$ cat src/rtl/mem_bus_pkg.sv
// Shared types and constants for the IF/MEM bus arbiter.
package mem_bus_pkg;

  typedef enum logic [1:0] {
    IDLE,
    REQ,
    RESP
  } state_t;

  typedef enum logic {
    OWN_INST,
    OWN_DATA
  } owner_t;

  localparam logic [3:0] FETCH_SEL = 4'b1111;

endpackage

$ cat src/rtl/mem_bus_grant.sv
// Fixed-priority select between the data port and instruction fetch.
// Produces the grant and the bus fields to latch at issue time.
module mem_bus_grant
  import mem_bus_pkg::*;
#(
  parameter int ADDR_W = 32,
  parameter int DATA_W = 32
) (
  input  logic              data_pend_i,
  input  logic              inst_pend_i,
  input  logic              ram_we_i,
  input  logic [3:0]        ram_sel_i,
  input  logic [ADDR_W-1:0] ram_addr_i,
  input  logic [DATA_W-1:0] ram_wdata_i,
  input  logic [ADDR_W-1:0] inst_addr_i,
  output logic              grant_o,
  output owner_t            owner_o,
  output logic              wr_o,
  output logic [3:0]        sel_o,
  output logic [ADDR_W-1:0] addr_o,
  output logic [DATA_W-1:0] wdata_o
);

  always_comb begin
    grant_o = data_pend_i | inst_pend_i;
    if (data_pend_i) begin
      owner_o = OWN_DATA;
      wr_o    = ram_we_i;
      sel_o   = ram_sel_i;
      addr_o  = ram_addr_i;
      wdata_o = ram_wdata_i;
    end else begin
      owner_o = OWN_INST;
      wr_o    = 1'b0;
      sel_o   = FETCH_SEL;
      addr_o  = inst_addr_i;
      wdata_o = '0;
    end
  end

endmodule

$ cat src/rtl/mem_bus_arbiter.sv
// Shares one addr_ok/data_ok bus port between IF and MEM, data first,
// and raises the pipeline stall while either requester is unserved.
module mem_bus_arbiter
  import mem_bus_pkg::*;
#(
  parameter int ADDR_W = 32,
  parameter int DATA_W = 32
) (
  input  logic              clk_i,
  input  logic              rst_i,
  input  logic              inst_req_i,
  input  logic [ADDR_W-1:0] inst_addr_i,
  output logic [DATA_W-1:0] inst_rdata_o,
  output logic              inst_valid_o,
  input  logic              ram_ce_i,
  input  logic              ram_we_i,
  input  logic [3:0]        ram_sel_i,
  input  logic [ADDR_W-1:0] ram_addr_i,
  input  logic [DATA_W-1:0] ram_wdata_i,
  output logic [DATA_W-1:0] ram_rdata_o,
  output logic              data_valid_o,
  input  logic              pipe_stall_i,
  input  logic              flush_i,
  output logic              stall_req_o,
  output logic              bus_req_o,
  output logic              bus_wr_o,
  output logic [3:0]        bus_sel_o,
  output logic [ADDR_W-1:0] bus_addr_o,
  output logic [DATA_W-1:0] bus_wdata_o,
  input  logic              bus_addr_ok_i,
  input  logic              bus_data_ok_i,
  input  logic [DATA_W-1:0] bus_rdata_i
);

  state_t            state_q;
  owner_t            owner_q;
  logic              data_done_q;
  logic              inst_done_q;
  logic              discard_q;
  logic              bus_req_q;
  logic              bus_wr_q;
  logic [3:0]        bus_sel_q;
  logic [ADDR_W-1:0] bus_addr_q;
  logic [DATA_W-1:0] bus_wdata_q;
  logic [DATA_W-1:0] inst_rdata_q;
  logic [DATA_W-1:0] ram_rdata_q;
  logic              inst_valid_q;
  logic              data_valid_q;

  logic              data_pend;
  logic              inst_pend;
  logic              clear_done;
  logic              grant;
  owner_t            g_owner;
  logic              g_wr;
  logic [3:0]        g_sel;
  logic [ADDR_W-1:0] g_addr;
  logic [DATA_W-1:0] g_wdata;

  assign data_pend   = ram_ce_i & ~data_done_q;
  assign inst_pend   = inst_req_i & ~inst_done_q & ~flush_i;
  assign stall_req_o = ~rst_i & (data_pend | inst_pend);
  // Done flags only hold off reissue while the pipeline is frozen on this instruction.
  assign clear_done  = (~stall_req_o & ~pipe_stall_i) | flush_i;

  mem_bus_grant #(
    .ADDR_W(ADDR_W),
    .DATA_W(DATA_W)
  ) u_grant (
    .data_pend_i (data_pend),
    .inst_pend_i (inst_pend),
    .ram_we_i    (ram_we_i),
    .ram_sel_i   (ram_sel_i),
    .ram_addr_i  (ram_addr_i),
    .ram_wdata_i (ram_wdata_i),
    .inst_addr_i (inst_addr_i),
    .grant_o     (grant),
    .owner_o     (g_owner),
    .wr_o        (g_wr),
    .sel_o       (g_sel),
    .addr_o      (g_addr),
    .wdata_o     (g_wdata)
  );

  always_ff @(posedge clk_i) begin
    if (rst_i) begin
      state_q      <= IDLE;
      owner_q      <= OWN_INST;
      data_done_q  <= 1'b0;
      inst_done_q  <= 1'b0;
      discard_q    <= 1'b0;
      bus_req_q    <= 1'b0;
      bus_wr_q     <= 1'b0;
      bus_sel_q    <= '0;
      bus_addr_q   <= '0;
      bus_wdata_q  <= '0;
      inst_rdata_q <= '0;
      ram_rdata_q  <= '0;
      inst_valid_q <= 1'b0;
      data_valid_q <= 1'b0;
    end else begin
      inst_valid_q <= 1'b0;
      data_valid_q <= 1'b0;
      if (clear_done) begin
        data_done_q <= 1'b0;
        inst_done_q <= 1'b0;
      end
      case (state_q)
        IDLE: begin
          if (grant) begin
            owner_q     <= g_owner;
            bus_wr_q    <= g_wr;
            bus_sel_q   <= g_sel;
            bus_addr_q  <= g_addr;
            bus_wdata_q <= g_wdata;
            bus_req_q   <= 1'b1;
            state_q     <= REQ;
          end
        end
        REQ: begin
          if (flush_i && owner_q == OWN_INST) discard_q <= 1'b1;
          if (bus_addr_ok_i) begin
            bus_req_q <= 1'b0;
            state_q   <= RESP;
          end
        end
        RESP: begin
          if (bus_data_ok_i) begin
            state_q   <= IDLE;
            discard_q <= 1'b0;
            if (owner_q == OWN_DATA) begin
              if (!bus_wr_q) ram_rdata_q <= bus_rdata_i;
              data_valid_q <= 1'b1;
              data_done_q  <= 1'b1;
            end else if (!discard_q && !flush_i) begin
              inst_rdata_q <= bus_rdata_i;
              inst_valid_q <= 1'b1;
              inst_done_q  <= 1'b1;
            end
          end else if (flush_i && owner_q == OWN_INST) begin
            discard_q <= 1'b1;
          end
        end
        default: begin
          state_q   <= IDLE;
          bus_req_q <= 1'b0;
        end
      endcase
    end
  end

  assign bus_req_o    = bus_req_q;
  assign bus_wr_o     = bus_wr_q;
  assign bus_sel_o    = bus_sel_q;
  assign bus_addr_o   = bus_addr_q;
  assign bus_wdata_o  = bus_wdata_q;
  assign inst_rdata_o = inst_rdata_q;
  assign ram_rdata_o  = ram_rdata_q;
  assign inst_valid_o = inst_valid_q;
  assign data_valid_o = data_valid_q;

endmodule

$ cat config.mk
export PLATFORM = sky130hd
export DESIGN_NAME = mem_bus_arbiter
export DESIGN_NICKNAME = d
export VERILOG_FILES = /design/src/rtl/mem_bus_pkg.sv /design/src/rtl/mem_bus_grant.sv /design/src/rtl/mem_bus_arbiter.sv
export SDC_FILE = /design/constraint.sdc
export NUM_CORES = 1
export LEC_CHECK = 0
export BUFFER_PORTS_ARGS = -buffer_cell sky130_fd_sc_hd__buf_2
export CELL_PAD_IN_SITES_DETAIL_PLACEMENT = 1
export CELL_PAD_IN_SITES_GLOBAL_PLACEMENT = 2
export CORE_MARGIN = 1.5
export CORE_UTILIZATION = 27
export DETAILED_ROUTE_END_ITERATION = 12
export GPL_TIMING_DRIVEN = 0
export PLACE_DENSITY = 0.94
export SKIP_LAST_GASP = 1
export SYNTH_ARGS = -nofsm -noshare
export SYNTH_HDL_FRONTEND = slang
export SYNTH_SLANG_ARGS = --single-unit
$ cat constraint.sdc
create_clock -name clk_i -period 2.75 [get_ports clk_i]
set_input_delay 0.55 -clock clk_i [delete_from_list [all_inputs] [get_ports clk_i]]
set_output_delay 0.55 -clock clk_i [all_outputs]
set_load 0.02 [all_outputs]
[Word level (Yosys, flattened, before mapping)]
Cells that the tools add are included.
Storage, ports and cells
  bits in registers: 142
  logic and storage cells: 75
  output and inout port bits: 137
  input bits: 141
Operators by class
  muxes and demuxes: 26
  reduce and logical (&&, ||, !) cells: 13
  equal/unequal tests: 5
  bitwise logic cells: 17
Operators with widths (count)
  two-way mux 32 bit: 2
  two-way mux 1 bit: 17
  NOT 1 bit: 10
  AND reduction 4 bit: 2
  two-way mux 2 bit: 3
  inequality test 2 bit (second input constant): 3
  case mux 2 bit (3 select lines): 1
  AND reduction 3 bit: 2
  bitwise AND 1 bit: 5
  two-way mux 4 bit: 1
  OR reduction 4 bit: 1
  case mux 1 bit (3 select lines): 1
  OR reduction 3 bit: 1
  equality test 2 x 1 -> 1 bit (second input constant): 1
  equality test 2 bit (second input constant): 1
  logical AND 1 bit: 2
  logical NOT 1 bit: 2
  logical NOT 2 bit: 1
  OR 1 bit: 2
  case mux 1 bit (2 select lines): 1
  AND reduction 2 bit: 1
  nonzero test 2 bit: 1

[Logic depth before layout (Yosys ltp)]
Gate-level depths: netlist of the first run.
  depth after elaboration: 13
  depth in mapped cells: 8

[By module]
A second synthesis of the first run with hierarchy kept.
Second synthesis, totals
  cells, all modules: 711
  area total of the unflattened synthesis: 6202.2 µm²
Modules (own cells, without submodules)
  mem_bus_arbiter: area each 5378.9 µm², cells each 632, times used 1, seq. area each 2842.7 µm²
  mem_bus_grant: area each 823.3 µm², cells each 79, times used 1, seq. area each 0.0 µm²

[Least setup slack after synthesis of the first run]
No wires, ideal clock.
  path type: input to output
  start: input port flush_i
  end: output port stall_req_o
  data arrival time: 1502 ps
  data required time: 2200 ps
  stages on the path: 3
  path buffers: 1
  slack: 698 ps
  path through: buf_2 or3b_1 a21oi_1
Between the ends
  longest elaborated chain between the ends: 4
Ends and longest elaborated chain
  start: declaration: line mem_bus_arbiter.sv:23  | input logic flush_i,
  NOT 1 bit: line mem_bus_arbiter.sv:61  | assign inst_pend = inst_req_i & ~inst_done_q & ~flush_i;
  bitwise AND 1 bit: line mem_bus_arbiter.sv:61
  OR 1 bit: line mem_bus_arbiter.sv:62  | assign stall_req_o = ~rst_i & (data_pend | inst_pend);
  bitwise AND 1 bit: line mem_bus_arbiter.sv:62
  end: declaration: line mem_bus_arbiter.sv:24  | output logic stall_req_o,
Every way passes these cells.

[Final worst setup path of the first run]
  start: input port rst_i
  end: output port stall_req_o
Between the ends
  longest elaborated chain between the ends: 2
Ends and longest elaborated chain
  start: declaration: line mem_bus_arbiter.sv:10  | input logic rst_i,
  NOT 1 bit: line mem_bus_arbiter.sv:62
  bitwise AND 1 bit: line mem_bus_arbiter.sv:62
Every way passes these cells.

==> results of run 1 <==
-- cell type report --
cell class | count | area (um^2) | area share
tap | 270 | 338 | 0.0429
buffer | 59 | 280 | 0.0355
timing repair buffer | 275 | 1380 | 0.175
clock inverter | 11 | 154 | 0.0195
antenna | 3 | 7.51 | 0.000952
clock buffer | 21 | 460 | 0.0584
inverter | 5 | 18.8 | 0.00238
multi-input combinational | 399 | 2410 | 0.305
sequential | 142 | 2840 | 0.361
-- final timing paths --
| check | endpoint |
|---|---|
| worst max register to register | bus_wdata_o[14] |
| worst min register to register | ram_rdata_o[10] |
| worst max-delay path | stall_req_o |
| worst min-delay path | bus_wr_o |
-- logic make-up after synthesis --
kind of cell | after synthesis
buf+inv | 64
simple gates | 215
fa+ha+maj | 4
compound gates | 179
flops | 142
mux | 1
-- stage by stage --
| step | instance area, um^2 | hold slack [ns] | instances |
|---|---|---|---|
| finish | 7880 | 0.339 | 1185 |
| global route | 7880 | 0.325 | 1184 |
| CTS | 7880 | 0.320 | 1182 |
| detailed placement | 7260 | 0.446 | 1150 |
| global placement | 7260 | 0.441 | 1150 |
| floorplan | 5550 | 0.451 | 605 |
-- worst register-to-register path, cell delays in order (launching register included) --
cell and delay, ns:
dfxtp_1 0.33, inv_1 0.10, ha_1 0.26, nand3b_1 0.28, nor2_1 0.52, clkbuf_1 0.44, a22o_1 0.21
-- synthesized netlist by cell type (2+ instances only) --
master / count / area [um^2]
dfxtp_1: 142 / 2840
nand2_1: 131 / 492
a21oi_1: 68 / 340
clkbuf_1: 36 / 135
a22o_1: 33 / 289
nand3_1: 33 / 165
nor3_1: 32 / 160
a311oi_2: 30 / 450
o21ai_1: 20 / 100
buf_2: 17 / 85.1
o21ai_0: 12 / 60.1
buf_6: 5 / 56.3
a311oi_1: 4 / 35.0
ha_1: 4 / 50.1
inv_1: 4 / 15.0
nor2b_1: 4 / 25.0
o221a_1: 4 / 45.0
nor2_1: 3 / 11.3
nor4bb_1: 2 / 20.0
o211ai_1: 2 / 15.0
-- power breakdown --
part / total [mW] / switching, mW / internal, mW
Sequential: 2.32 / 0.0938 / 2.23
Clock: 2.42 / 0.935 / 1.49
Combinational: 1.17 / 0.719 / 0.448
Total: 5.91 / 1.75 / 4.16
-- state kept, by name, summed over array words and instances (netlist names), 2 cells and up --
| register | count |
|---|---|
| bus_wdata_o | 32 |
| inst_rdata_o | 32 |
| state_q | 2 |
| bus_addr_o | 32 |
| ram_rdata_o | 32 |
| bus_sel_o | 4 |
-- layer usage --
metal  share of wire  up-vias
li1                -     2756
met1            0.43     2690
met2            0.49      185
met3           0.070       24
met4           0.017        2
met5         0.00066        -
==> impl_metrics.ini, run 1 <==
[critical_path]
worst-r2r-cell-count = 6
worst-path-buf-inv = 4
crit_family = buffers and inverters
worst-setup-path-type = primary input to output port
path_max_fanout = 10
crit_path_start = rst_i
cp.depth = 5
worstPathCellList = buf_2 -> clkbuf_1 -> clkbuf_1 -> a21oi_1 -> buf_2
crit_path_end_kind = output port
critPathMaxStageDelay_ns = 0.53
startpoint_type = primary input
cp.required_ns = 2.20
critPathArrivalTime_ns = 2.00
r2r-start = state_q[0]
cp_slowest_cell = clkbuf_1
r2r_setup_slack_ns = 0.55

[min_path]
hold_depth = 2
hold_path.class = primary input to flop
hold_start = ram_we_i

[logic_synthesis]
avgSynthCellArea_um2 = 9.17
yosys_register_bits = 142
synth_compound_area_frac = 0.249
yosys_warnings = 0
synth_mux_area_frac = 0.00180
synth_seq_area_share = 0.512
synth-xor-area-share = 0
ys.flop_type = dfxtp_1
ys_async_sr_fraction = 0
syn_nets = 750
synthAdderAreaFrac = 0.00902
synth-edff-count = 0
synth_top_family_by_area = compound AO/OA/AOI/OAI gates
ys_types = 39
yosys.area_share.simple = 0.174
netlist_area_um2 = 5550
netlist_instances = 605

[global_route]
grt_max_degree = 17
antenna_found_initial = 4
grt_pass1_wl_um = 30900
track_usage = 0.184
use_met2 = 0.313
grt_pass1_vias = 5850
use_met3 = 0.0584
grt_overflow = 0
busiest_layer = met2
use_met1 = 0.219

[sta]
setup_viol = 0
period_needed_ns = 2.55
hold_violations = 0
rsz0062_at_grt = false
fmaxAchievable_mhz = 393
relSlewSlack = 0.496
slew_violations = 0
clock_skew_ns = 0.00714
worst_slew_pin_slew_ns = 0.756
period_share = 0.926
tns_ns = 0
layout_setup_ws_ns = 0.203

[die]
die_w_um = 146
dieArea_um2 = 21400
core-area_um2 = 20200
rows = 52
io_pins = 278
die_h_um = 146
start_util = 0.275

[clock_tree]
cts_max_level = 4
cts-root-buf = clkbuf_16
clk_latency_ns = 0.41
postCtsSetupBuffers = 0
clk_pin_slew_worst_paths_ns = 0.06
postCtsHoldBufs = 0
cts_tree = yes
clock-sinks = 142
cts-buffers-inserted = 17
cts_max_path_buffers = 2
cts_resized = 0

[job]
drv_cap = 0

[finish]
n_fill_cell = 2479
area_growth_pct = 42.1
final_cell_mix = 292 x buf_2, 142 x dfxtp_1, 131 x nand2_1, 68 x a21oi_1, 38 x clkbuf_1
nNetsFinal = 1044
final_common_cell = buf_2
drive_gt1_frac = 0.393
final_util = 0.391

[pwr]
power_density_nw_per_um2 = 750
design_power_total_mw = 5.91
p_leak_nw = 3.52
ir_drop_mv = 0.377

[drt]
vias = 5657
drt-total-wl_um = 19700
ant_nets = 0
routedWlPerCell_um = 16.6
drt_iter0_drc = 145
drt_first_pass_iters = 4
routed_via_density = 4.77
drc = 0

[placed_design]
portBuffers = 275
gp_congestion = 0.744
place_ws_ns = 0.113
dpl.hpwl_um = 14900

[status]
status = complete, no violations
No activity file was read; power rests on OpenSTA's default activity.
==> run 2: changes to the inputs <==
--- a/config.mk
+++ b/config.mk
@@ -5,14 +5,15 @@
 export SDC_FILE = /design/constraint.sdc
 export NUM_CORES = 1
 export LEC_CHECK = 0
+export ABC_AREA = 1
 export BUFFER_PORTS_ARGS = -buffer_cell sky130_fd_sc_hd__buf_2
 export CELL_PAD_IN_SITES_DETAIL_PLACEMENT = 1
 export CELL_PAD_IN_SITES_GLOBAL_PLACEMENT = 2
 export CORE_MARGIN = 1.5
-export CORE_UTILIZATION = 27
+export CORE_UTILIZATION = 25
 export DETAILED_ROUTE_END_ITERATION = 12
 export GPL_TIMING_DRIVEN = 0
-export PLACE_DENSITY = 0.94
+export PLACE_DENSITY = 0.93
 export SKIP_LAST_GASP = 1
 export SYNTH_ARGS = -nofsm -noshare
 export SYNTH_HDL_FRONTEND = slang
==> run 2 against run 1 <==
Against the previous run: design area rose by 1.1%; setup slack improved by 0.54 ns; die area rose by 8.9%; sequential power barely moved; clock skew rose by 0.0026 ns; hold slack improved by 0.033 ns; routed wire length rose by 2.3%; non-clock buffer count fell by 8; synthesized cell count rose by 24%; final cell count rose by 13%; critical path type unchanged; critical endpoint unchanged; largest cell class unchanged.
==> impl_metrics.ini, run 2 <==
[critical_path]
r2r-start = state_q[1]
r2r_setup_slack_ns = 0.99
worst-r2r-cell-count = 5
cp_slowest_cell = buf_4
crit_family = buffers and inverters
critPathArrivalTime_ns = 1.45
cpMostUsedCell = buf_4
worst-path-buf-inv = 6
cp.required_ns = 2.20
startpoint_type = primary input
worst-setup-path-type = primary input to output port
cp.depth = 7
critPathMaxStageDelay_ns = 0.20
crit_path_end_kind = output port
worstPathCellList = buf_4 -> inv_2 -> buf_6 -> buf_4 -> nand2_1 -> inv_1 -> buf_2
reg2reg_to = bus_wdata_o[28]
path_max_fanout = 10

[sta]
period_needed_ns = 2.00
setup_viol = 0
worst_slew_pin_slew_ns = 0.506
period_share = 0.729
holdWs_ns = 0.372
relSlewSlack = 0.663
slew_violations = 0
tns_ns = 0
clock_skew_ns = 0.00970
hold_violations = 0
rsz0062_at_grt = false
layout_setup_ws_ns = 0.746
fmaxAchievable_mhz = 499

[drt]
wl_met1_um = 8760
drt_iter0_drc = 246
drt_first_pass_iters = 4
routed_via_density = 4.45
vias = 5952
drc = 0
drt-total-wl_um = 20100
ant_nets = 0
met2WireLength_um = 9870
top_layer = met4
dr_wl_met3_um = 997
routedWlPerCell_um = 15.0

[pwr]
switching_share = 0.291
ir_drop_mv = 0.346
clkPwrFrac = 0.434
p_seq_frac = 0.395
internal_power_mw = 4.11
combPwrFrac = 0.172
power_density_nw_per_um2 = 728
p_leak_nw = 4.15
p_switching_mw = 1.69
design_power_total_mw = 5.80

[placed_design]
place_ws_ns = 0.704
dp.cells = 1304
dpl.hpwl_um = 15700
portBuffers = 275
placed_area_um2 = 7330
gp_congestion = 0.812

[finish]
seq_area_um2 = 2840
stdcell_count = 1338
postLayoutCellArea_um2 = 7970
area_growth_pct = 42.3
final_cell_mix = 293 x buf_2, 204 x nor2_1, 142 x dfxtp_1, 129 x o21ai_0, 74 x nand2_1
nNetsFinal = 1188
drive_gt1_frac = 0.332
final_common_cell = buf_2
final_util = 0.364
multi_input_area_um2 = 2250
n_fill_cell = 2828

[clock_tree]
clk_pin_slew_worst_paths_ns = 0.06
postCtsSetupBuffers = 0
cts_resized = 0
cts_max_path_buffers = 2
cts-root-buf = clkbuf_16
clock-sinks = 142
postCtsHoldBufs = 0
clk_latency_ns = 0.42
cts_tree = yes
cts_max_level = 4
cts-buffers-inserted = 17

[logic_synthesis]
netlist_instances = 749
ys_types = 23
yosysTopAreaCell = dfxtp_1
synth-edff-count = 0
yosys_register_bits = 142
synth_top_cell_area_share = 0.507
synth-xor-area-share = 0
yosys-top-cells-area = dfxtp_1 51%, nor2_1 14%, o21ai_0 12%
yosys.area_share.simple = 0.267
yosysMostFrequentCell = nor2_1
ys.flop_type = dfxtp_1
synth_seq_area_share = 0.507
ys_async_sr_fraction = 0
yosys_warnings = 0
synth_common_cells = 204 x nor2_1, 142 x dfxtp_1, 129 x o21ai_0
synth_mux_area_frac = 0
avgSynthCellArea_um2 = 7.48
synthAdderAreaFrac = 0.00893
synth_compound_area_frac = 0.126
syn_nets = 894
netlist_area_um2 = 5600
synth_top_family_by_area = simple AND/OR/NAND/NOR gates

[die]
die_w_um = 153
die_h_um = 153
core-area_um2 = 21900
io_pins = 278
rows = 54
start_util = 0.256
dieArea_um2 = 23300

[status]
status = complete, no violations

[global_route]
grt_max_degree = 17
antenna_found_initial = 2
grt_overflow = 0
track_usage = 0.174
grt_pass1_vias = 6134
grt_pass1_wl_um = 32200

[min_path]
hold_end = state_q[0]
hold_path.class = primary input to flop
hold_depth = 2
hold_start = rst_i

[job]
drv_cap = 0
[run 2: changes by cell type in the layout (fill, tap and decap cells not counted), moves of 20 or more]
cell,change
a22o_1,-33
o21ai_0,+117
nor2_1,+201
inv_1,+44
clkbuf_1,-20
nand3_1,+40
a311oi_2,-30
a21oi_1,-65
nor3_1,-31
nand2_1,-57
[run 2: area by class of cell]
cell class                 count  share of cell area
sequential                   142               0.357
clock inverter                14              0.0259
inverter                      52              0.0247
antenna                        2            0.000628
clock buffer                  18              0.0539
multi-input combinational    504               0.282
buffer                        51              0.0391
tap                          280              0.0440
timing repair buffer         275               0.173
[run 2: cells by family after synthesis]
family                     count (synthesis)
AOI/OAI and AO/OA                        140
adders and majority gates                  4
buffers and inverters                    103
DFF                                      142
and+or+nand+nor                          360
[run 2: worst register-to-register path: cells and delay by family, from the launching register on]
| family | cells | cell delay, ns |
|---|---|---|
| AND/OR/NAND/NOR | 1 | 0.38 |
| buffers and inverters | 2 | 0.42 |
| AO/OA/AOI/OAI | 1 | 0.22 |
| flip-flops | 1 | 0.33 |
| adder cells (fa/ha/maj) | 1 | 0.33 |
[run 2: layer usage]
metal,vias up,global-route usage
met4,0,0.0623
met2,159,0.300
li1,2988,-
met5,-,0
met1,2781,0.208
met3,24,0.0424
[run 2: worst max-delay path by stage]
stage,startpoint,endpoint
6_report,rst_i,stall_req_o
5_1_grt,data_done_q,stall_req_o
4_1_cts,rst_i,stall_req_o
3_5_place_dp,rst_i,stall_req_o
3_3_place_gp,rst_i,stall_req_o
2_1_floorplan,rst_i,stall_req_o
[run 2: power by group through the flow]
stage | clock, mW | sequential [mW] | combinational [mW]
2_1_floorplan | 0 | 2.51 | 0.411
3_3_place_gp | 0 | 2.33 | 0.997
3_5_place_dp | 0 | 2.34 | 1.01
4_1_cts | 2.58 | 2.29 | 1.02
5_1_grt | 2.67 | 2.31 | 1.11
6_report | 2.51 | 2.29 | 0.996
==> run 3: changes to the inputs <==
--- a/config.mk
+++ b/config.mk
@@ -10,10 +10,10 @@
 export CELL_PAD_IN_SITES_DETAIL_PLACEMENT = 1
 export CELL_PAD_IN_SITES_GLOBAL_PLACEMENT = 2
 export CORE_MARGIN = 1.5
-export CORE_UTILIZATION = 25
+export CORE_UTILIZATION = 24
 export DETAILED_ROUTE_END_ITERATION = 12
 export GPL_TIMING_DRIVEN = 0
-export PLACE_DENSITY = 0.93
+export PLACE_DENSITY = 0.9
 export SKIP_LAST_GASP = 1
 export SYNTH_ARGS = -nofsm -noshare
 export SYNTH_HDL_FRONTEND = slang
==> constraint.sdc (replaced) <==
create_clock -name clk_i -period 1.9 [get_ports clk_i]
set_input_delay 0.38 -clock clk_i [delete_from_list [all_inputs] [get_ports clk_i]]
set_output_delay 0.38 -clock clk_i [all_outputs]
set_load 0.02 [all_outputs]
==> run 3 against run 2 <==
Against the previous run: global-route usage fell by 0.39 points; clock skew rose by 0.0090 ns; sequential cell count unchanged; clock-buffer cell count unchanged; non-clock buffer count increased by 1; die area up 4.1%; critical path depth down 1; highest routed layer is now met5; clock power rose by 33%; design area increased by 0.13%; first-iteration DRC count decreased by 12%; total power rose by 40%; core utilization is 1.4 points lower.
==> impl_metrics.ini, run 3 (synthesized netlist as in run 2, its figures left out) <==
[finish]
drive_gt1_frac = 0.335
n_fill_cell = 2881
final_cell_mix = 293 x buf_2, 204 x nor2_1, 142 x dfxtp_1, 129 x o21ai_0, 74 x nand2_1
area_growth_pct = 42.4
multi_input_area_um2 = 2250
postLayoutCellArea_um2 = 7980
nNetsFinal = 1189
seq_area_um2 = 2840
stdcell_count = 1373
final_common_cell = buf_2

[critical_path]
worstPathCellList = inv_4 -> nand2_4 -> nand2_4 -> nand2_1 -> inv_1 -> buf_2
cpMostUsedCell = nand2_4
reg2reg_to = inst_rdata_o[29]
worst-setup-path-type = flop to output port
crit_path_start = data_done_q
worst-r2r-cell-count = 8
critPathMaxStageDelay_ns = 0.32
critPathArrivalTime_ns = 1.38
cp_slowest_cell = dfxtp_1
startpoint_type = flop
crit_path_end_kind = output port
cp.required_ns = 1.52
r2r-start = state_q[0]
r2r_setup_slack_ns = 0.19
path_max_fanout = 9

[sta]
relSlewSlack = 0.659
tns_ns = 0
period_needed_ns = 1.76
setup_viol = 0
holdWs_ns = 0.190
layout_setup_ws_ns = 0.139
period_share = 0.927
fmaxAchievable_mhz = 568
rsz0062_at_grt = false
hold_violations = 0
clock_skew_ns = 0.0187
slew_violations = 0
worst_slew_pin_slew_ns = 0.512

[pwr]
ir_drop_mv = 0.482
p_leak_nw = 4.12
power_density_nw_per_um2 = 1020

[die]
rows = 55
dieArea_um2 = 24300
core-area_um2 = 22800
die_h_um = 156
io_pins = 278
die_w_um = 156
start_util = 0.246

[clock_tree]
postCtsHoldBufs = 0
clk_pin_slew_worst_paths_ns = 0.07
clk_latency_ns = 0.43
clock-sinks = 142
cts_max_level = 4
cts_tree = yes
cts_max_path_buffers = 2
cts-buffers-inserted = 17
cts-root-buf = clkbuf_16

[drt]
drt_iter0_drc = 217
ant_nets = 0
routedWlPerCell_um = 14.9
top_layer = met5
routed_via_density = 4.28
wl_met1_um = 8950
drt_first_pass_iters = 4
dr_wl_met3_um = 1230
drt-total-wl_um = 20500
drc = 0
vias = 5874
met2WireLength_um = 9730

[job]
drv_cap = 0

[placed_design]
gp_congestion = 0.771
dp.cells = 1337
portBuffers = 275
place_ws_ns = 0.0643
placed_area_um2 = 7370
dpl.hpwl_um = 15900

[min_path]
hold_end = state_q[0]
hold_start = rst_i
hold_path.class = primary input to flop
hold_depth = 2

[global_route]
grt_overflow = 0
grt_pass1_wl_um = 31700
grt_pass1_vias = 5971
antenna_found_initial = 6
track_usage = 0.170
grt_max_degree = 17

[status]
status = complete, no violations
## run 3: changes by cell type in the layout (fill, tap and decap cells not counted), moves of 2 or more
cell / previous run / this run
bufinv_16: 4 / 1
clkinvlp_4: 1 / 4
clkbuf_1: 18 / 16
clkinv_2: 3 / 1
## run 3: worst max-delay path: cells and delay by family (launching register included)
kind | cells | cell delay, ns
and+or+nand+nor | 3 | 0.28
buffers and inverters | 3 | 0.36
DFF | 1 | 0.32
## run 3: what timing repair did
action | 4_1_cts | 5_1_grt
buffers inserted | 0 | 1
gates resized for setup | 0 | 3
setup endpoints to repair | 0 | 28
## run 3: layer usage
| metal | global-route usage | up-vias |
|---|---|---|
| met4 | 0.0712 | 6 |
| met2 | 0.285 | 165 |
| li1 | - | 2993 |
| met3 | 0.0494 | 36 |
| met5 | 0 | - |
| met1 | 0.202 | 2674 |
## run 3: final cells by class
class	count	share of cell area
Antenna cell	3	0.000941
Buffer	51	0.0392
Clock buffer	18	0.0550
Clock inverter	14	0.0190
Inverter	52	0.0249
Multi-Input combinational cell	504	0.282
Sequential cell	142	0.356
Tap cell	313	0.0491
Timing Repair Buffer	276	0.173
## run 3: metrics by stage
| stage | util | power (mW) |
|---|---|---|
| floorplan | - | 4.23 |
| global placement | 0.324 | 4.82 |
| detailed placement | 0.324 | 4.85 |
| CTS | 0.349 | 8.25 |
| global route | 0.350 | 8.54 |
| finish | 0.350 | 8.10 |
## run 3: power by group
group / internal [mW] / switching [mW] / total [mW]
clock: 1.88 / 1.46 / 3.34
combinational: 0.514 / 0.928 / 1.44
sequential: 3.20 / 0.115 / 3.32
total: 5.60 / 2.50 / 8.10
## run 3: how the worst max path moves through the flow
stage,to,slack [ns]
after global routing,inst_rdata_o[26],0.01
final,stall_req_o,0.14
after floorplan,stall_req_o,0.50
after global placement,bus_wdata_o[28],0.16
after CTS,stall_req_o,0.04
after detailed placement,bus_wr_o,0.06
